[src/rtl/button_toggle_pkg.sv]
// Shared types and defaults for the BTN1 debounce/toggle stage.
// The state encoding is shared with segment_decoder and the board top.
package button_toggle_pkg;

  typedef enum logic [1:0] {
    RELEASED        = 2'd0,
    PRESS_PENDING   = 2'd1,
    PRESSED         = 2'd2,
    RELEASE_PENDING = 2'd3
  } btn_state_e;

  // 10 ms at the 12 MHz board oscillator
  localparam int unsigned DEBOUNCE_CYCLES_DEFAULT = 120000;
  localparam int unsigned CNT_WIDTH_DEFAULT       = 17;

  typedef struct packed {
    logic selector;
    logic pressed;
    logic press_pulse;
    logic release_pulse;
  } btn_out_t;

endpackage

[src/rtl/sync_2ff.sv]
// Generic two-flop synchroniser for asynchronous board inputs.
// Async active-high reset clears both stages.
module sync_2ff #(
  parameter int unsigned WIDTH = 1
) (
  input  logic             clk,
  input  logic             rst,
  input  logic [WIDTH-1:0] d,
  output logic [WIDTH-1:0] q
);

  logic [WIDTH-1:0] s1;

  always_ff @(posedge clk or posedge rst) begin
    if (rst) begin
      s1 <= '0;
      q  <= '0;
    end else begin
      s1 <= d;
      q  <= s1;
    end
  end

endmodule

[src/rtl/button_toggle.sv]
// Debounces BTN1 and turns each accepted press into a selector toggle,
// with one-cycle press/release strobes for other consumers.
module button_toggle
  import button_toggle_pkg::*;
#(
  parameter int unsigned DEBOUNCE_CYCLES = DEBOUNCE_CYCLES_DEFAULT,
  parameter int unsigned CNT_WIDTH       = CNT_WIDTH_DEFAULT
) (
  input  logic CLK,
  input  logic RST,
  input  logic BTN1,
  output logic selector,
  output logic pressed,
  output logic press_pulse,
  output logic release_pulse
);

  localparam logic [CNT_WIDTH-1:0] CNT_LAST = CNT_WIDTH'(DEBOUNCE_CYCLES - 1);

  logic                 s2;
  btn_state_e           state, state_n;
  logic [CNT_WIDTH-1:0] cnt, cnt_n;
  btn_out_t             out_q, out_n;

  sync_2ff #(
    .WIDTH(1)
  ) u_sync (
    .clk(CLK),
    .rst(RST),
    .d  (BTN1),
    .q  (s2)
  );

  always_ff @(posedge CLK or posedge RST) begin
    if (RST) begin
      state <= RELEASED;
      cnt   <= '0;
      out_q <= '0;
    end else begin
      state <= state_n;
      cnt   <= cnt_n;
      out_q <= out_n;
    end
  end

  // Next state; the counter only runs in the two pending states
  always_comb begin
    state_n             = state;
    cnt_n               = cnt;
    out_n               = out_q;
    out_n.press_pulse   = 1'b0;
    out_n.release_pulse = 1'b0;
    case (state)
      RELEASED: begin
        if (s2) begin
          state_n = PRESS_PENDING;
          cnt_n   = '0;
        end
      end
      PRESS_PENDING: begin
        if (!s2) begin
          state_n = RELEASED;
          cnt_n   = '0;
        end else if (cnt == CNT_LAST) begin
          state_n           = PRESSED;
          cnt_n             = '0;
          out_n.pressed     = 1'b1;
          out_n.press_pulse = 1'b1;
          out_n.selector    = ~out_q.selector;
        end else begin
          cnt_n = cnt + CNT_WIDTH'(1);
        end
      end
      PRESSED: begin
        if (!s2) begin
          state_n = RELEASE_PENDING;
          cnt_n   = '0;
        end
      end
      RELEASE_PENDING: begin
        if (s2) begin
          state_n = PRESSED;
          cnt_n   = '0;
        end else if (cnt == CNT_LAST) begin
          state_n             = RELEASED;
          cnt_n               = '0;
          out_n.pressed       = 1'b0;
          out_n.release_pulse = 1'b1;
        end else begin
          cnt_n = cnt + CNT_WIDTH'(1);
        end
      end
      default: begin
        state_n = RELEASED;
        cnt_n   = '0;
      end
    endcase
  end

  assign selector      = out_q.selector;
  assign pressed       = out_q.pressed;
  assign press_pulse   = out_q.press_pulse;
  assign release_pulse = out_q.release_pulse;

endmodule
[config.mk]
export PLATFORM = sky130hd
export DESIGN_NAME = button_toggle
export DESIGN_NICKNAME = d
export VERILOG_FILES = /design/src/rtl/button_toggle_pkg.sv /design/src/rtl/sync_2ff.sv /design/src/rtl/button_toggle.sv
export SDC_FILE = /design/constraint.sdc
export NUM_CORES = 1
export LEC_CHECK = 0
export ABC_CLOCK_PERIOD_IN_PS = 5050
export CORE_ASPECT_RATIO = 0.6
export CORE_UTILIZATION = 40
export DETAILED_ROUTE_END_ITERATION = 10
export RECOVER_POWER = 100
export SETUP_SLACK_MARGIN = 0.5
export SLEW_MARGIN = 5
export SYNTH_ARGS = -nofsm -noshare
export SYNTH_HDL_FRONTEND = slang
export SYNTH_SLANG_ARGS = --single-unit
export TNS_END_PERCENT = 1
[constraint.sdc]
create_clock -name CLK -period 5.05 [get_ports CLK]
set_input_delay 1.01 -clock CLK [delete_from_list [all_inputs] [get_ports CLK]]
set_output_delay 1.01 -clock CLK [all_outputs]
set_load 0.01 [all_outputs]
==> impl_metrics.csv, run 1 <==
group,metric,value,unit
outcome,outcome,"finished clean",
yosys,synth_top_family_by_area,"simple AND/OR/NAND/NOR gates",
place,place_inst,176,
yosys,synth_xor_area_share,1.95,%
yosys,synth-adder-area-share,0.927,%
yosys,yosysSeqAreaShare,46.3,%
setup_path,crit_chain,"or4b_1 > nor4_1 > a21oi_1 > a21o_1 > a22o_1",
yosys,synthTopCellsByCount,"dfrtp_1 (25), nand2_1 (13), nand3_1 (12), o21ai_0 (10), a21oi_1 (8)",
global_routing,grt_first_pass_wirelength,4890,µm
drt,first_pass_iters,4,
yosys,synth_compound_area_share,17.2,%
global_routing,antenna_found_initial,0,
yosys,muxShareOfSynthArea,0.834,%
timing,fmax,346,MHz
pwr,peakVddDrop,187,µV
place,gp_congestion,0.841,
pwr,leakagePower,0.570,nW
clock_tree,ctsResizeCount,0,
place,io_buffers,6,
timing,hold_viol_final,0,
yosys,synth_area_leaders,"dfrtp_1 (46%), nand3_1 (4.4%), o21ai_0 (3.7%)",
timing,holdWs,355,ps
global_routing,gr-total-overflow,0,
setup_path,cp.arrival,3050,ps
drt,wirelength,2910,µm
finish,final_area,0.00140,mm²
clock_tree,htreeDepth,1,
timing,setup_viol,0,
job,max_cap_violations,0,
floorplanning,core,0.00304,mm²
drt,route.antenna.remaining_nets,0,
yosys,yosys.area.top_type_share,46.3,%
floorplanning,rows,15,
yosys,synth_most_common_cell,"dfrtp_1",
finish,drive_above_1_share,6.52,%
worst_hold_path,hold_class,"register to register",
drt,first_iter_violations,109,
yosys,synth.distinct_cells,38,
yosys,yosys.area_share.simple,25.5,%
timing,finalCriticalPeriod,2890,ps
clock_tree,cts-hold-fix-buffers,0,
clock_tree,tritoncts,"yes",
place,dp_hpwl,2050,µm
yosys,syn_nets,137,
global_routing,grt_max_degree,26,
global_routing,track_usage,19.0,%
drt,drcViolationCount,0,
timing,setup_ws,2160,ps
setup_path,path_class,"register to register",
finish,n_fill_cell,303,
yosys,ys_warn_count,0,
place,place_area,0.00138,mm²
timing,tns,0,ps
timing,fin_skew,3.96,ps
setup_path,end_kind,"register",
clock_tree,cts-root-buf,"clkbuf_8",
clock_tree,clkSinkCount,25,
timing,slew_viol_final,0,
pwr,powerDensity,252,mW/mm²
clock_tree,cts_setup_buffers,0,
yosys,yosys.area.top_type,"dfrtp_1",
setup_path,cp.required,5210,ps
pwr,total_power,0.352,mW
setup_path,path_max_fanout,21,
yosys,syn_area,0.00135,mm²
drt,wl_per_cell,16.1,µm
floorplanning,die_w,77,µm
yosys,ys_ff_latch,25,
floorplanning,ioPinCount,7,
timing,fin_crit_sh,57.2,%
yosys,synth_edf_count,0,
drt,dr_total_vias,1045,
timing,tightest_slew,1450,ps
finish,area_growth,3.34,%
yosys,synth_flop_cell,"dfrtp_1",
timing,relSlewSlack,3.01,%
finish,final_core_util,45.9,%
finish,fin_nets,143,
finish,instances_no_fill,180,
place,place_ws,2800,ps
drt,viasPerCell,5.81,
floorplanning,die_h,47,µm
yosys,avgSynthCellArea,10.2,µm²
setup_path,slowest_stage,"nor4_1",
clock_tree,cts.clk_slew.worst_paths,90,ps
clock_tree,clock_latency,270,ps
yosys,synth-async-reset-ratio,100,%
setup_path,startpoint_type,"register",
clock_tree,cts_inserted_buffers,3,
clock_tree,clockBufferDepth,2,
finish,diodes,0,
timing,rsz0062_at_grt,"false",
yosys,post_synth_inst_count,133,
floorplanning,die_area,0.00362,mm²
setup_path,max_stage_delay,630,ps
global_routing,grt_pass1_vias,929,
floorplanning,start_util,44.4,%
[power by group]
group          leakage (nW)  internal (mW)  switching [mW]
Combinational         0.207        0.00750          0.0144
Clock                0.0228         0.0565          0.0633
Sequential            0.341          0.205         0.00560
[metal layers]
| layer | GRT usage, % | part of all wire (%) |
|---|---|---|
| met1 | 29.4 | 56 |
| met2 | 24.5 | 38 |
| met3 | 4.27 | 4.2 |
| met4 | 9.43 | 1.9 |
| met5 | 0 | 0 |
[final cells by class]
cell class | count | area, µm² | share of cell area, %
Sequential cell | 25 | 626 | 44.8
Clock buffer | 4 | 45.0 | 3.23
Inverter | 5 | 18.8 | 1.35
Multi-Input combinational cell | 98 | 593 | 42.5
Timing Repair Buffer | 6 | 60.1 | 4.30
Tap cell | 42 | 52.6 | 3.77
[cell usage in the layout (no fill, tap or decap)]
cell	Yosys	routed
o31ai_1	1	1
nor3_1	1	1
or2b_1	3	3
o31a_1	1	1
nand2_1	13	13
o21ai_0	10	10
a22o_1	2	2
and2_2	1	1
or3_1	5	5
clkbuf_1	1	1
a21o_1	1	1
a31oi_1	7	7
or2_2	1	1
nand4_1	3	3
nand3_1	12	12
a41oi_1	4	4
nor3b_1	1	2
and3_1	3	3
nor2_1	5	5
clkbuf_8	0	3
nor3_4	1	1
xnor2_1	1	1
ha_1	1	1
xor2_1	2	2
inv_1	5	5
or4b_1	0	1
nand3_2	1	1
dfrtp_1	25	25
dlygate4sd3_1	0	6
mux2_2	1	1
a21o_2	1	1
a21oi_1	8	9
nor4_1	3	4
o21ai_1	1	1
[registers in the layout, indices dropped and copies added, names as in the netlist, named ones only]
| register | count |
|---|---|
| pressed | 1 |
| u_sync.q | 1 |
| cnt | 17 |
| selector | 1 |
| state | 1 |
| release_pulse | 1 |
| press_pulse | 1 |
| u_sync.s1 | 1 |
[logic make-up after synthesis]
kind of cell	after synthesis
multiplexers	1
AND/OR/NAND/NOR	56
adder cells (fa/ha/maj)	1
buffers and inverters	10
AO/OA/AOI/OAI	37
XOR/XNOR	3
flip-flops	25
[worst max-delay path, delay by kind of cell (launching register included)]
family / cells / cell delay [ps]
flip-flops: 1 / 470
AO/OA/AOI/OAI: 3 / 1100
AND/OR/NAND/NOR: 2 / 1200
[final timing paths]
kind	end	slack [ps]	from	depth (start not counted)
max in group asynchronous	cnt[5]$_DFFE_PP0P_	3090	RST	2
setup reg to reg	cnt[7]$_DFFE_PP0P_	2160	cnt[8]$_DFFE_PP0P_	5
setup / recovery	cnt[7]$_DFFE_PP0P_	2160	cnt[8]$_DFFE_PP0P_	5
min in group asynchronous	press_pulse$_DFF_PP0_	1380	RST	2
hold / removal	u_sync.q$_DFF_PP0_	360	u_sync.s1$_DFF_PP0_	0
hold reg to reg	u_sync.q$_DFF_PP0_	360	u_sync.s1$_DFF_PP0_	0
Note: power is estimated with default switching activity, not from simulation.
==> inputs of run 2 (changes only) <==
--- a/config.mk
+++ b/config.mk
@@ -5,7 +5,7 @@
 export SDC_FILE = /design/constraint.sdc
 export NUM_CORES = 1
 export LEC_CHECK = 0
-export ABC_CLOCK_PERIOD_IN_PS = 5050
+export ABC_CLOCK_PERIOD_IN_PS = 2700
 export CORE_ASPECT_RATIO = 0.6
 export CORE_UTILIZATION = 40
 export DETAILED_ROUTE_END_ITERATION = 10
==> constraint.sdc (replaced) <==
create_clock -name CLK -period 2.7 [get_ports CLK]
set_input_delay 0.54 -clock CLK [delete_from_list [all_inputs] [get_ports CLK]]
set_output_delay 0.54 -clock CLK [all_outputs]
set_load 0.01 [all_outputs]
==> impl_metrics.csv, run 2 (synthesis gave the netlist of run 1 again) <==
group,metric,value,unit
drt,dr_total_vias,1044,
finish,drive_above_1_share,8.63,%
finish,mostFrequentLayoutCell,"dfrtp_1",
drt,wirelength,2930,µm
worst_hold_path,min_from,"u_sync.s1$_DFF_PP0_",
floorplanning,die_w,77,µm
clock_tree,cts_inserted_buffers,3,
pwr,peakVddDrop,194,µV
finish,largest_reg_flops,17,
clock_tree,cts.clk_slew.worst_paths,90,ps
setup_path,r2r_slack,500,ps
timing,tightest_slew,1330,ps
finish,fin_nets,144,
place,gp_congestion,0.797,
finish,top_register,"cnt",
global_routing,grt_first_pass_wirelength,5030,µm
drt,route.antenna.remaining_nets,0,
global_routing,gr-total-overflow,0,
timing,tns,0,ps
drt,viasPerCell,5.77,
finish,final_core_util,46.9,%
drt,wl_per_cell,16.2,µm
setup_path,reg2reg_depth,6,
clock_tree,cts-hold-fix-buffers,0,
outcome,outcome,"finished clean",
finish,final_area,0.00143,mm²
pwr,powerDensity,465,mW/mm²
setup_path,r2r_end,"cnt[13]$_DFFE_PP0P_",
timing,setup_ws,500,ps
clock_tree,clockBufferDepth,2,
worst_hold_path,hold_class,"register to register",
finish,layout_common_cells,"dfrtp_1 (25), nand3_1 (13), nand2_1 (13)",
global_routing,track_usage,19.2,%
floorplanning,core,0.00304,mm²
clock_tree,clock_latency,270,ps
global_routing,grt_max_degree,26,
timing,fmax,455,MHz
clock_tree,htreeDepth,1,
setup_path,cp.arrival,2390,ps
place,dp_hpwl,2110,µm
floorplanning,rows,15,
floorplanning,start_util,44.4,%
setup_path,timing.rr.start,"cnt[0]$_DFFE_PP0P_",
global_routing,grt_pass1_vias,970,
finish,area_growth,5.56,%
pwr,total_power,0.662,mW
clock_tree,cts_setup_buffers,0,
floorplanning,die_h,47,µm
floorplanning,ioPinCount,7,
clock_tree,cts-root-buf,"clkbuf_8",
clock_tree,clkSinkCount,25,
setup_path,startpoint_type,"register",
setup_path,path_max_fanout,21,
drt,drcViolationCount,0,
setup_path,path_class,"register to register",
place,place_area,0.00139,mm²
global_routing,antenna_found_initial,0,
setup_path,cp.required,2890,ps
drt,first_iter_violations,74,
timing,rsz0062_at_grt,"true",
setup_path,end_kind,"register",
job,max_cap_violations,0,
place,place_ws,446,ps
clock_tree,tritoncts,"yes",
timing,fin_crit_sh,81.5,%
timing,fin_skew,5.44,ps
floorplanning,die_area,0.00362,mm²
timing,relSlewSlack,11.2,%
worst_hold_path,min_to,"u_sync.q$_DFF_PP0_",
drt,first_pass_iters,5,
timing,setup_viol,0,
timing,hold_viol_final,0,
timing,finalCriticalPeriod,2200,ps
worst_hold_path,holdPathStages,0,
finish,diodes,0,
place,io_buffers,6,
timing,slew_viol_final,0,
pwr,leakagePower,0.592,nW
-- run 2: metrics by stage --
step | instances | hold slack [ps]
floorplan | 133 | 331
global placement | 177 | 336
detailed placement | 177 | 340
CTS | 181 | 353
global route | 181 | 365
finish | 181 | 351
-- run 2: what timing repair did --
item,CTS,global route
pin swaps,1,0
gates resized for setup,1,1
setup endpoints to repair,6,3
-- run 2: how the worst max path moves through the flow --
stage	startpoint	to	slack, ps
after floorplan	cnt[13]$_DFFE_PP0P_	cnt[1]$_DFFE_PP0P_	670
after global placement	cnt[13]$_DFFE_PP0P_	cnt[7]$_DFFE_PP0P_	490
after detailed placement	cnt[13]$_DFFE_PP0P_	cnt[7]$_DFFE_PP0P_	450
after CTS	cnt[13]$_DFFE_PP0P_	selector$_DFFE_PP0P_	590
after global routing	cnt[0]$_DFFE_PP0P_	cnt[14]$_DFFE_PP0P_	240
final	cnt[0]$_DFFE_PP0P_	cnt[13]$_DFFE_PP0P_	500
-- run 2: area by class of cell --
type / count / area, µm²
inverters: 5 / 18.8
multi-input cells: 98 / 618
clock buffers: 3 / 41.3
repair buffers: 7 / 63.8
well taps: 42 / 52.6
fillers: 295 / 1620
clock inverters: 1 / 5.00
flip-flops and latches: 25 / 626
-- run 2: power breakdown --
part	internal, mW	total, mW	switching, mW
sequential	0.383	0.394	0.0109
clock	0.103	0.227	0.124
combinational	0.0146	0.0411	0.0265
total	0.501	0.662	0.161
-- run 2: layer usage --
| metal | global-route usage, % | wire length [µm] | vias up |
|---|---|---|---|
| met3 | 5.24 | 170 | 2 |
| met2 | 29.5 | 1270 | 29 |
| met1 | 27.5 | 1470 | 506 |
| met4 | 4.53 | 18 | 0 |
| li1 | - | - | 507 |
| met5 | 0 | 0 | - |
-- run 2: worst max-delay path, stage by stage, from the launching register on --
cell	delay [ps]
dfrtp_1	420
ha_1	240
nand3_1	230
nor3_4	100
a21oi_2	670
or2b_1	280
a31oi_1	170
